## src/rtl/seg_display_arbiter.sv

```systemverilog
// rtl/seg_display_arbiter.sv - round-robin arbiter sharing a 4-digit seven-segment display between two requesters
`timescale 1ns/1ps
module seg_display_arbiter #(
   parameter int HOLD_CYCLES = 50_000_000,
   parameter int CNT_W       = $clog2(HOLD_CYCLES)
) (
   input  logic        clk,
   input  logic        reset,
   input  logic        req0,
   input  logic [15:0] data0,
   input  logic        req1,
   input  logic [15:0] data1,
   output logic        gnt0,
   output logic        gnt1,
   output logic        owner,
   output logic        busy,
   output logic [3:0]  dig0,
   output logic [3:0]  dig1,
   output logic [3:0]  dig2,
   output logic [3:0]  dig3
);

   typedef enum logic [1:0] {IDLE, OWN0, OWN1} state_t;

   localparam logic [CNT_W-1:0] CNT_MAX = CNT_W'(HOLD_CYCLES - 1);

   state_t            state, state_n;
   logic [CNT_W-1:0]  cnt, cnt_n;
   logic [15:0]       digits, digits_n;
   logic              owner_r, owner_n;
   logic              prio, prio_n;   // requester index that wins a simultaneous request
   logic              cur, req_cur, req_oth;
   logic              take, take_idx;

   always_comb begin
      state_n  = state;
      cnt_n    = cnt;
      digits_n = digits;
      owner_n  = owner_r;
      prio_n   = prio;
      cur      = (state == OWN1);
      req_cur  = cur ? req1 : req0;
      req_oth  = cur ? req0 : req1;
      take     = 1'b0;
      take_idx = 1'b0;

      case (state)
         IDLE: begin
            if (req0 | req1) begin
               take     = 1'b1;
               take_idx = (req0 & req1) ? prio : req1;
            end
         end
         OWN0, OWN1: begin
            if (!req_cur && req_oth) begin
               take     = 1'b1;
               take_idx = ~cur;
            end else if (!req_cur) begin
               state_n = IDLE;
            end else if (cnt == CNT_MAX && req_oth) begin
               take     = 1'b1;
               take_idx = ~cur;
            end else begin
               cnt_n    = (cnt == CNT_MAX) ? cnt : cnt + 1'b1;
               digits_n = cur ? data1 : data0;
            end
         end
         default: state_n = IDLE;
      endcase

      // Every new grant restarts the quantum and loads the new owner's digits.
      if (take) begin
         state_n  = take_idx ? OWN1 : OWN0;
         cnt_n    = '0;
         digits_n = take_idx ? data1 : data0;
         owner_n  = take_idx;
         prio_n   = ~take_idx;
      end
   end

   always_ff @(posedge clk) begin
      if (reset) begin
         state   <= IDLE;
         cnt     <= '0;
         digits  <= '0;
         owner_r <= 1'b0;
         prio    <= 1'b0;
      end else begin
         state   <= state_n;
         cnt     <= cnt_n;
         digits  <= digits_n;
         owner_r <= owner_n;
         prio    <= prio_n;
      end
   end

   assign gnt0  = (state == OWN0);
   assign gnt1  = (state == OWN1);
   assign busy  = (state == OWN0) || (state == OWN1);
   assign owner = owner_r;
   assign dig0  = digits[3:0];
   assign dig1  = digits[7:4];
   assign dig2  = digits[11:8];
   assign dig3  = digits[15:12];

endmodule
```

## config.mk

```make
export PLATFORM = sky130hd
export DESIGN_NAME = seg_display_arbiter
export DESIGN_NICKNAME = d
export VERILOG_FILES = /design/src/rtl/seg_display_arbiter.sv
export SDC_FILE = /design/constraint.sdc
export NUM_CORES = 1
export LEC_CHECK = 0
export ABC_CLOCK_PERIOD_IN_PS = 2650
export BUFFER_PORTS_ARGS = -buffer_cell sky130_fd_sc_hd__buf_4
export CAP_MARGIN = 15
export CELL_PAD_IN_SITES_DETAIL_PLACEMENT = 0
export CELL_PAD_IN_SITES_GLOBAL_PLACEMENT = 1
export CORE_ASPECT_RATIO = 0.75
export CORE_MARGIN = 4
export CORE_UTILIZATION = 39
export CTS_BUF_LIST = sky130_fd_sc_hd__clkbuf_16
export CTS_CLUSTER_SIZE = 8
export DETAILED_ROUTE_END_ITERATION = 7
export GPL_ROUTABILITY_DRIVEN = 0
export GPL_TIMING_DRIVEN = 0
export PLACE_DENSITY = 0.87
export RECOVER_POWER = 50
export SKIP_CTS_REPAIR_TIMING = 1
export SLEW_MARGIN = 20
export SYNTH_ARGS = -nofsm -noshare
export SYNTH_HDL_FRONTEND = slang
export SYNTH_SLANG_ARGS = --single-unit
```

## constraint.sdc

```tcl
create_clock -name clk -period 2.65 [get_ports clk]
set_input_delay 0.53 -clock clk [delete_from_list [all_inputs] [get_ports clk]]
set_output_delay 0.53 -clock clk [all_outputs]
set_load 0.02 [all_outputs]
```

# [Yosys cells after proc, flatten, opt, wreduce, memory -nomap -nowiden]
# Cells that the tools add are included.
[word_totals] elab_cells=58 input_bits=36 register_bits=46
[op_classes] eq_ne=8 reduce_logical=12 n_mux=25 n_bitwise=7 addsub=1
[op_table] op="2-to-1 mux 16 bit" count=7
[op_table] op="adder 26 x 1 -> 26 bit (second input constant)" count=1
[op_table] op="== test 26 bit (second input constant)" count=1
[op_table] op="2-to-1 mux 1 bit" count=11
[op_table] op="2-to-1 mux 2 bit" count=4
[op_table] op="!= test 2 bit (second input constant)" count=3
[op_table] op="!= test 3 bit (second input constant)" count=2
[op_table] op="inverter 1 bit" count=5
[op_table] op="AND reduction 5 bit" count=1
[op_table] op="case mux 1 bit (2 select lines)" count=2
[op_table] op="case mux 2 bit (2 select lines)" count=1
[op_table] op="AND reduction 4 bit" count=1
[op_table] op="nonzero test 2 bit" count=2
[op_table] op="OR reduction 2 bit" count=2
[op_table] op="AND reduction 3 bit" count=1
[op_table] op="== test 2 x 1 -> 1 bit (second input constant)" count=1
[op_table] op="== test 2 bit (second input constant)" count=1
[op_table] op="logical AND 1 bit" count=2
[op_table] op="zero test 2 bit" count=1
[op_table] op="AND 1 bit" count=1
[op_table] op="zero test 1 bit" count=1
[op_table] op="logical OR 1 bit" count=1
[op_table] op="bitwise OR 1 bit" count=1

# [Logic depth before layout (Yosys ltp)]
# Gate-level depths: netlist of the first run.
[depth] ltp_word=9 depth_mapped=11 depth_no_buf=9

# [Worst setup path after synthesis of the first run]
# No wires, ideal clock.
[synth_timing] path_kind="reg-to-reg" start="reg state[0]" end="reg digits[10]" path_stages_with_launch=12 arrival_ns=2.338 required_ns=2.521 n_path_buf=2 setup_time_ns=0.129 path_slack_ns=0.183 path_cell_list="dfxtp_1 > inv_1 > ha_1 > nor2b_1 > o21ai_1 > a21oi_2 > a21boi_1 > a31o_1 > buf_6 > buf_6 > mux2i_1 > o21ai_0"
[synth_via] elab_chain_cells=9 word_cells_on_any_way=30 cone_classes="eq/ne: 4; mux: 17; bitwise: 1; reduce/logical: 8"
[synth_rtl] element="start, declared" line_no="27" source="state_t state, state_n;"
[synth_rtl] element="start signal, assigned" line_no="89" source="state <= state_n;"
[synth_rtl] element="== test 2 bit" line_no="41, 47"
[synth_rtl] element="2-to-1 mux 1 bit" line_no="43" source="req_oth = cur ? req0 : req1;"
[synth_rtl] element="logical AND 1 bit" line_no="60" source="end else if (cnt == CNT_MAX && req_oth) begin"
[synth_rtl] element="2-to-1 mux 1 bit" line_no="60"
[synth_rtl] element="2-to-1 mux 1 bit" line_no="58" source="end else if (!req_cur) begin"
[synth_rtl] element="2-to-1 mux 1 bit" line_no="55" source="if (!req_cur && req_oth) begin"
[synth_rtl] element="case mux 1 bit (2 select lines)" line_no="47" source="case (state)"
[synth_rtl] element="!= test 2 bit (no source line) (tied with other cells)"
[synth_rtl] element="AND reduction 4 bit (no source line) / 2-to-1 mux 16 bit (equally long branches)"
[synth_rtl] element="end signal, assigned" line_no="91" source="digits <= digits_n;"
[synth_rtl] element="end, declared" line_no="29" source="logic [15:0] digits, digits_n;"
# Several ways; a longest one is shown, not always the timed one. The select of a mux whose other input is x is not followed.
# A chain may end at the register's enable or synchronous reset.

# [Worst setup path in the final report of the first run]
[layout_timing] start="reg cnt[0]" end="reg digits[8]"
[layout_via] elab_chain_cells=8 word_cells_on_any_way=17 cone_classes="eq/ne: 3; mux: 10; reduce/logical: 4"
[layout_rtl] element="start, declared" line_no="28" source="logic [CNT_W-1:0] cnt, cnt_n;"
[layout_rtl] element="start signal, assigned" line_no="90" source="cnt <= cnt_n;"
[layout_rtl] element="== test 26 bit *" line_no="60"
[layout_rtl] element="logical AND 1 bit *" line_no="60"
[layout_rtl] element="2-to-1 mux 1 bit" line_no="60"
[layout_rtl] element="2-to-1 mux 1 bit" line_no="58"
[layout_rtl] element="2-to-1 mux 1 bit" line_no="55"
[layout_rtl] element="case mux 1 bit (2 select lines)" line_no="47"
[layout_rtl] element="!= test 2 bit (no source line) (tied with other cells)"
[layout_rtl] element="AND reduction 4 bit (no source line) / 2-to-1 mux 16 bit (equally long branches)"
# Every way passes the cells marked *; elsewhere a longest branch is shown, timed or not.

==> results of run 1 <==
-- synth_stat cells (3+ instances only) --
master	instances
a21oi_1	12
and3_1	3
buf_2	3
clkbuf_1	3
dfxtp_1	46
ha_1	5
inv_1	5
mux2i_1	17
nand2_1	35
nand3_1	8
nand4_1	7
nor2_1	25
nor3_1	6
o21ai_0	21
o21ai_1	3
or3_1	6
xnor2_1	6
xor2_1	13
-- area by class of cell --
cell class | count | area share
plain buffers | 7 | 0.0169
inverters | 5 | 0.00667
clock buffers | 5 | 0.0445
flip-flops and latches | 46 | 0.328
well taps | 75 | 0.0333
repair buffers | 56 | 0.124
multi-input cells | 192 | 0.444
clock inverters | 2 | 0.00267
-- registers in the layout, summed over array words and instances, names as in the netlist --
signal and cells:
cnt 26, digits 16, owner 1, prio 1
state 2
-- power by group --
part           internal, uW  total (uW)  switching (uW)
combinational           421        1020             598
clock                   337         580             243
sequential              801         864            62.7
total                  1560        2460             903
-- per-layer routing --
layer,part of all wire,global-route usage
met1,0.49,0.202
met2,0.46,0.226
met3,0.039,0.0330
met4,0.011,0.0432
met5,0,0
-- path summary, 6_finish.rpt --
path | start | end | cells after the start
worst max-delay path | cnt[0] | digits[8] | 10
worst min-delay path | digits[15] | digits[15] | 2
worst max register to register | cnt[0] | digits[8] | 10
worst min register to register | digits[15] | digits[15] | 2
-- through the flow --
| stage | power (uW) | instances |
|---|---|---|
| after floorplan | 1580 | 251 |
| after global placement | 1910 | 381 |
| after detailed placement | 1920 | 381 |
| after CTS | 2500 | 388 |
| after global routing | 2620 | 388 |
| final | 2460 | 388 |
-- logic make-up after synthesis --
group	Yosys count	share of synthesized area
xor+xnor	19	0.0756
flops	46	0.418
simple gates	105	0.244
mux	17	0.0773
fa+ha+maj	5	0.0284
compound gates	46	0.126
buf+inv	13	0.0307
-- critical path, stage by stage (launching register included) --
cell and delay, ps:
dfxtp_1 420, ha_2 250, nand4_1 170, or3_4 460, o21ai_4 190, a21oi_1 100, a31o_1 210, buf_6 140
buf_6 150, mux2i_1 170, o21ai_0 110
==> flow_summary.toml, run 1 <==
[hold_path]
min-delay-path-class = "reg2reg"

[finish]
seq_area_um2 = 922
design_area_mm2 = 0.00281
mostFrequentLayoutCells = "45 x dfxtp_1, 37 x buf_4, 35 x nand2_1"
final_util = 0.520
area_growth_pct = 27.8
layout.cells.most_common = "dfxtp_1"
fillerInstances = 568
drive_above_1_share = 0.208
finish.net_count = 354
multi_input_area_mm2 = 0.00125
num_antenna_cells = 0

[grt]
grtUsageTotal = 0.145
grt_pass1_vias = 1812
grt_max_degree = 13
grt_pass1_wl_um = 8090
globalRoute.totalOverflow = 0
antenna_found_initial = 0

[timing]
hold_slack_ps = 446
final.period_utilization = 0.944
max_freq_ghz = 0.400
setup-tns-final_ps = 0
setup_viol = 0
finClkSkew_ps = 5.45
setup_slack_ps = 150
hold_violations = 0
min_period_ps = 2500
slew_headroom = 0.707
worst_pin_slew_ps = 436
maxSlewViolCount = 0

[synthesis]
netlist_area_mm2 = 0.00220
synth_flop_cell = "dfxtp_1"
synthTopCellsByArea = "dfxtp_1 42%, mux2i_1 7.7%, nand2_1 6.0%"
ys_warn_count = 0
ys_seq_elements = 46
netlist_instances = 251
yosysTopAreaCell = "dfxtp_1"
synth_top_cell_area_share = 0.418
async_flop_share = 0
synth_enable_flop_cells = 0
synth_seq_area_share = 0.418
synth_fp_nets = 292
synth_area_per_cell_um2 = 8.77
yosysUniqueCellTypes = 40

[die]
rows = 23
die_w_um = 94.8
coreArea_mm2 = 0.00541
die_area_mm2 = 0.00692
start_util = 0.407
die_y_um = 73.1
pin_count = 56

[place]
portBuffers = 55
place_hpwl_um = 3680
post-place-ws_ps = -53.3
placed_area_mm2 = 0.00271

[power]
p_per_area_mw_per_mm2 = 875
p_leak_uw = 0.00111
peakVddDrop_mv = 0.387

[setup_path]
ff2ff_setup_slack_ps = 150
crit_type = "reg2reg"
start_kind = "register"
worst_setup_path_end_kind = "register"
critPathMaxFanout = 10
crit_arrival_ps = 2660
crit_required_ps = 2810

[detailed_routing]
postRouteAntennaNets = 0
avgViaCountPerCell = 4.89
drt_iter0_drc = 65
wl_per_cell_um = 12.7
dr.pass1.iters = 4
via_count = 1896
wl_um = 4930
drc_errors = 0

[clock_network]
clkLatencyLatePin_ps = 280
cts_tree = "done"
path_clk_slew_ps = 60
root_buffer = "clkbuf_16"
cts_max_level = 2
numCtsBuffers = 5
clock-sinks = 46
clock_path_buffers = 2

[job]
cap_violations = 0

[run_status]
status = "finished, final reports clean"
Note: power is estimated with default switching activity, not from simulation.
==> inputs of run 2 (changes only) <==
--- a/config.mk
+++ b/config.mk
@@ -5,6 +5,7 @@
 export SDC_FILE = /design/constraint.sdc
 export NUM_CORES = 1
 export LEC_CHECK = 0
+export ABC_AREA = 1
 export ABC_CLOCK_PERIOD_IN_PS = 2650
 export BUFFER_PORTS_ARGS = -buffer_cell sky130_fd_sc_hd__buf_4
 export CAP_MARGIN = 15
@@ -18,7 +19,7 @@
 export DETAILED_ROUTE_END_ITERATION = 7
 export GPL_ROUTABILITY_DRIVEN = 0
 export GPL_TIMING_DRIVEN = 0
-export PLACE_DENSITY = 0.87
+export PLACE_DENSITY = 0.88
 export RECOVER_POWER = 50
 export SKIP_CTS_REPAIR_TIMING = 1
 export SLEW_MARGIN = 20
==> flow_summary.toml, run 2 <==
[run_status]
status = "finished, final reports clean"

[die]
die_area_mm2 = 0.00974
pin_count = 56
die_y_um = 86.5
coreArea_mm2 = 0.00795
start_util = 0.403
rows = 28
die_w_um = 113

[synthesis]
synth_fp_nets = 550
synthTopCellsByArea = "dfxtp_1 29%, nand2_1 18%, nand3_1 8.9%"
synth_most_common_cell = "nand2_1"
yosysUniqueCellTypes = 35
netlist_instances = 509
async_flop_share = 0
synth_flop_cell = "dfxtp_1"
synth_seq_area_share = 0.288
ys_warn_count = 0
synth_top_cell_area_share = 0.288
synth_enable_flop_cells = 0
synth_area_per_cell_um2 = 6.29
yosysTopAreaCell = "dfxtp_1"
netlist_top_cells_count = "153 x nand2_1, 57 x nand3_1, 51 x inv_1"
netlist_area_mm2 = 0.00320
ys_seq_elements = 46

[power]
power_uw = 3620
p_per_area_mw_per_mm2 = 939
p_leak_uw = 0.00167
peakVddDrop_mv = 0.493

[finish]
mostFrequentLayoutCells = "153 x nand2_1, 57 x nand3_1, 51 x inv_1"
drive_above_1_share = 0.150
largest-register = "cnt"
largestRegisters = "cnt x26, digits x16, state x2"
design_area_mm2 = 0.00386
largest_reg_flops = 26
finish.net_count = 612
layout.cells.most_common = "nand2_1"
area_growth_pct = 20.5
num_antenna_cells = 0

[timing]
setup_viol = 0
worst_pin_slew_ps = 533
min_period_ps = 2300
max_freq_ghz = 0.435
slew_headroom = 0.644
hold_slack_ps = 427
hold_violations = 0
rsz0062_at_grt = "false"
setup-tns-final_ps = 0
finClkSkew_ps = 4.71
final.period_utilization = 0.868
maxSlewViolCount = 0

[detailed_routing]
wl_um = 9160
drt-met1-wl_um = 4890
maxUsedRoutingLayer = "met4"
dr.pass1.iters = 5
postRouteAntennaNets = 0
avgViaCountPerCell = 5.05
drt_iter0_drc = 234
wl_per_cell_um = 13.5
via_count = 3417
met3_wirelength_um = 432
route.met2.wl_um = 3770
drc_errors = 0

[setup_path]
r2r_start = "state[0]"
crit_required_ps = 2830
start_kind = "register"
ff2ff_setup_slack_ps = 350
worst_setup_path_end_kind = "register"
critPathMaxFanout = 10
crit_arrival_ps = 2480
crit_type = "reg2reg"
ff2ff_path_depth = 13
r2r_end = "cnt[22]"

[hold_path]
hold_depth = 2
min-delay-path-class = "in2reg"
whs_endpoint = "state[1]"
hp-start = "reset"

[clock_network]
cts_tree = "done"
numCtsBuffers = 5
clock_path_buffers = 2
cts_max_level = 2
clkLatencyLatePin_ps = 290
path_clk_slew_ps = 60
root_buffer = "clkbuf_16"
clock-sinks = 46

[grt]
grt_pass1_wl_um = 15100
grtUsageTotal = 0.191
grt_pass1_vias = 3125
antenna_found_initial = 0
globalRoute.totalOverflow = 0
grt_max_degree = 15

[job]
cap_violations = 0

[place]
placed_area_mm2 = 0.00375
place_hpwl_um = 7040
portBuffers = 55
run 2: how the worst max path moves through the flow:
| stage | startpoint | to | slack, ps | depth (start not counted) |
|---|---|---|---|---|
| final | state[0] | cnt[22] | 350 | 13 |
| after global routing | state[0] | cnt[20] | 120 | 13 |
| after CTS | state[0] | cnt[20] | 430 | 13 |
| after detailed placement | state[0] | cnt[20] | 440 | 13 |
| after global placement | state[0] | cnt[10] | 480 | 13 |
| after floorplan | state[0] | digits[12] | 670 | 15 |
run 2: cell type report:
cell class / count / area [um^2]
Fill cell: 819 / 4090
Multi-Input combinational cell: 375 / 1880
Sequential cell: 46 / 921
Timing Repair Buffer: 55 / 338
Inverter: 68 / 255
Buffer: 20 / 146
Tap cell: 105 / 131
Clock buffer: 5 / 125
Clock inverter: 3 / 63.8
run 2: metrics by stage:
stage          utilization  setup slack [ps]  cells
2_1_floorplan            -               671    509
3_3_place_gp         0.471               476    669
3_5_place_dp         0.471               443    669
4_1_cts              0.495               428    677
5_1_grt              0.485               122    677
6_report             0.485               351    677
run 2: worst max-delay path: stages (launching register included):
cell	delay, ps
dfxtp_1	370
inv_1	80
ha_1	270
inv_2	170
nand2_1	70
o21ai_1	70
inv_1	70
nor2_1	290
nand2_4	100
nand2_2	90
nand2_4	110
nand2_2	200
buf_4	230
a21oi_1	60
run 2: where the power goes:
part           switching, uW  internal, uW
logic                   1260           671
clock network            280           538
registers               59.6           813
total                   1600          2020
run 2: per-layer routing:
metal	GRT usage	vias to the layer above
met2	0.271	91
met4	0.0590	0
met3	0.0377	7
li1	-	1750
met5	0	-
met1	0.288	1569
run 2: cells by family after synthesis:
kind of cell / count (synthesis) / synth area share
and+or+nand+nor: 306 / 0.449
buffers and inverters: 88 / 0.125
AOI/OAI and AO/OA: 55 / 0.0938
DFF: 46 / 0.287
xor gates and xnor gates: 9 / 0.0246
adders and majority gates: 5 / 0.0195
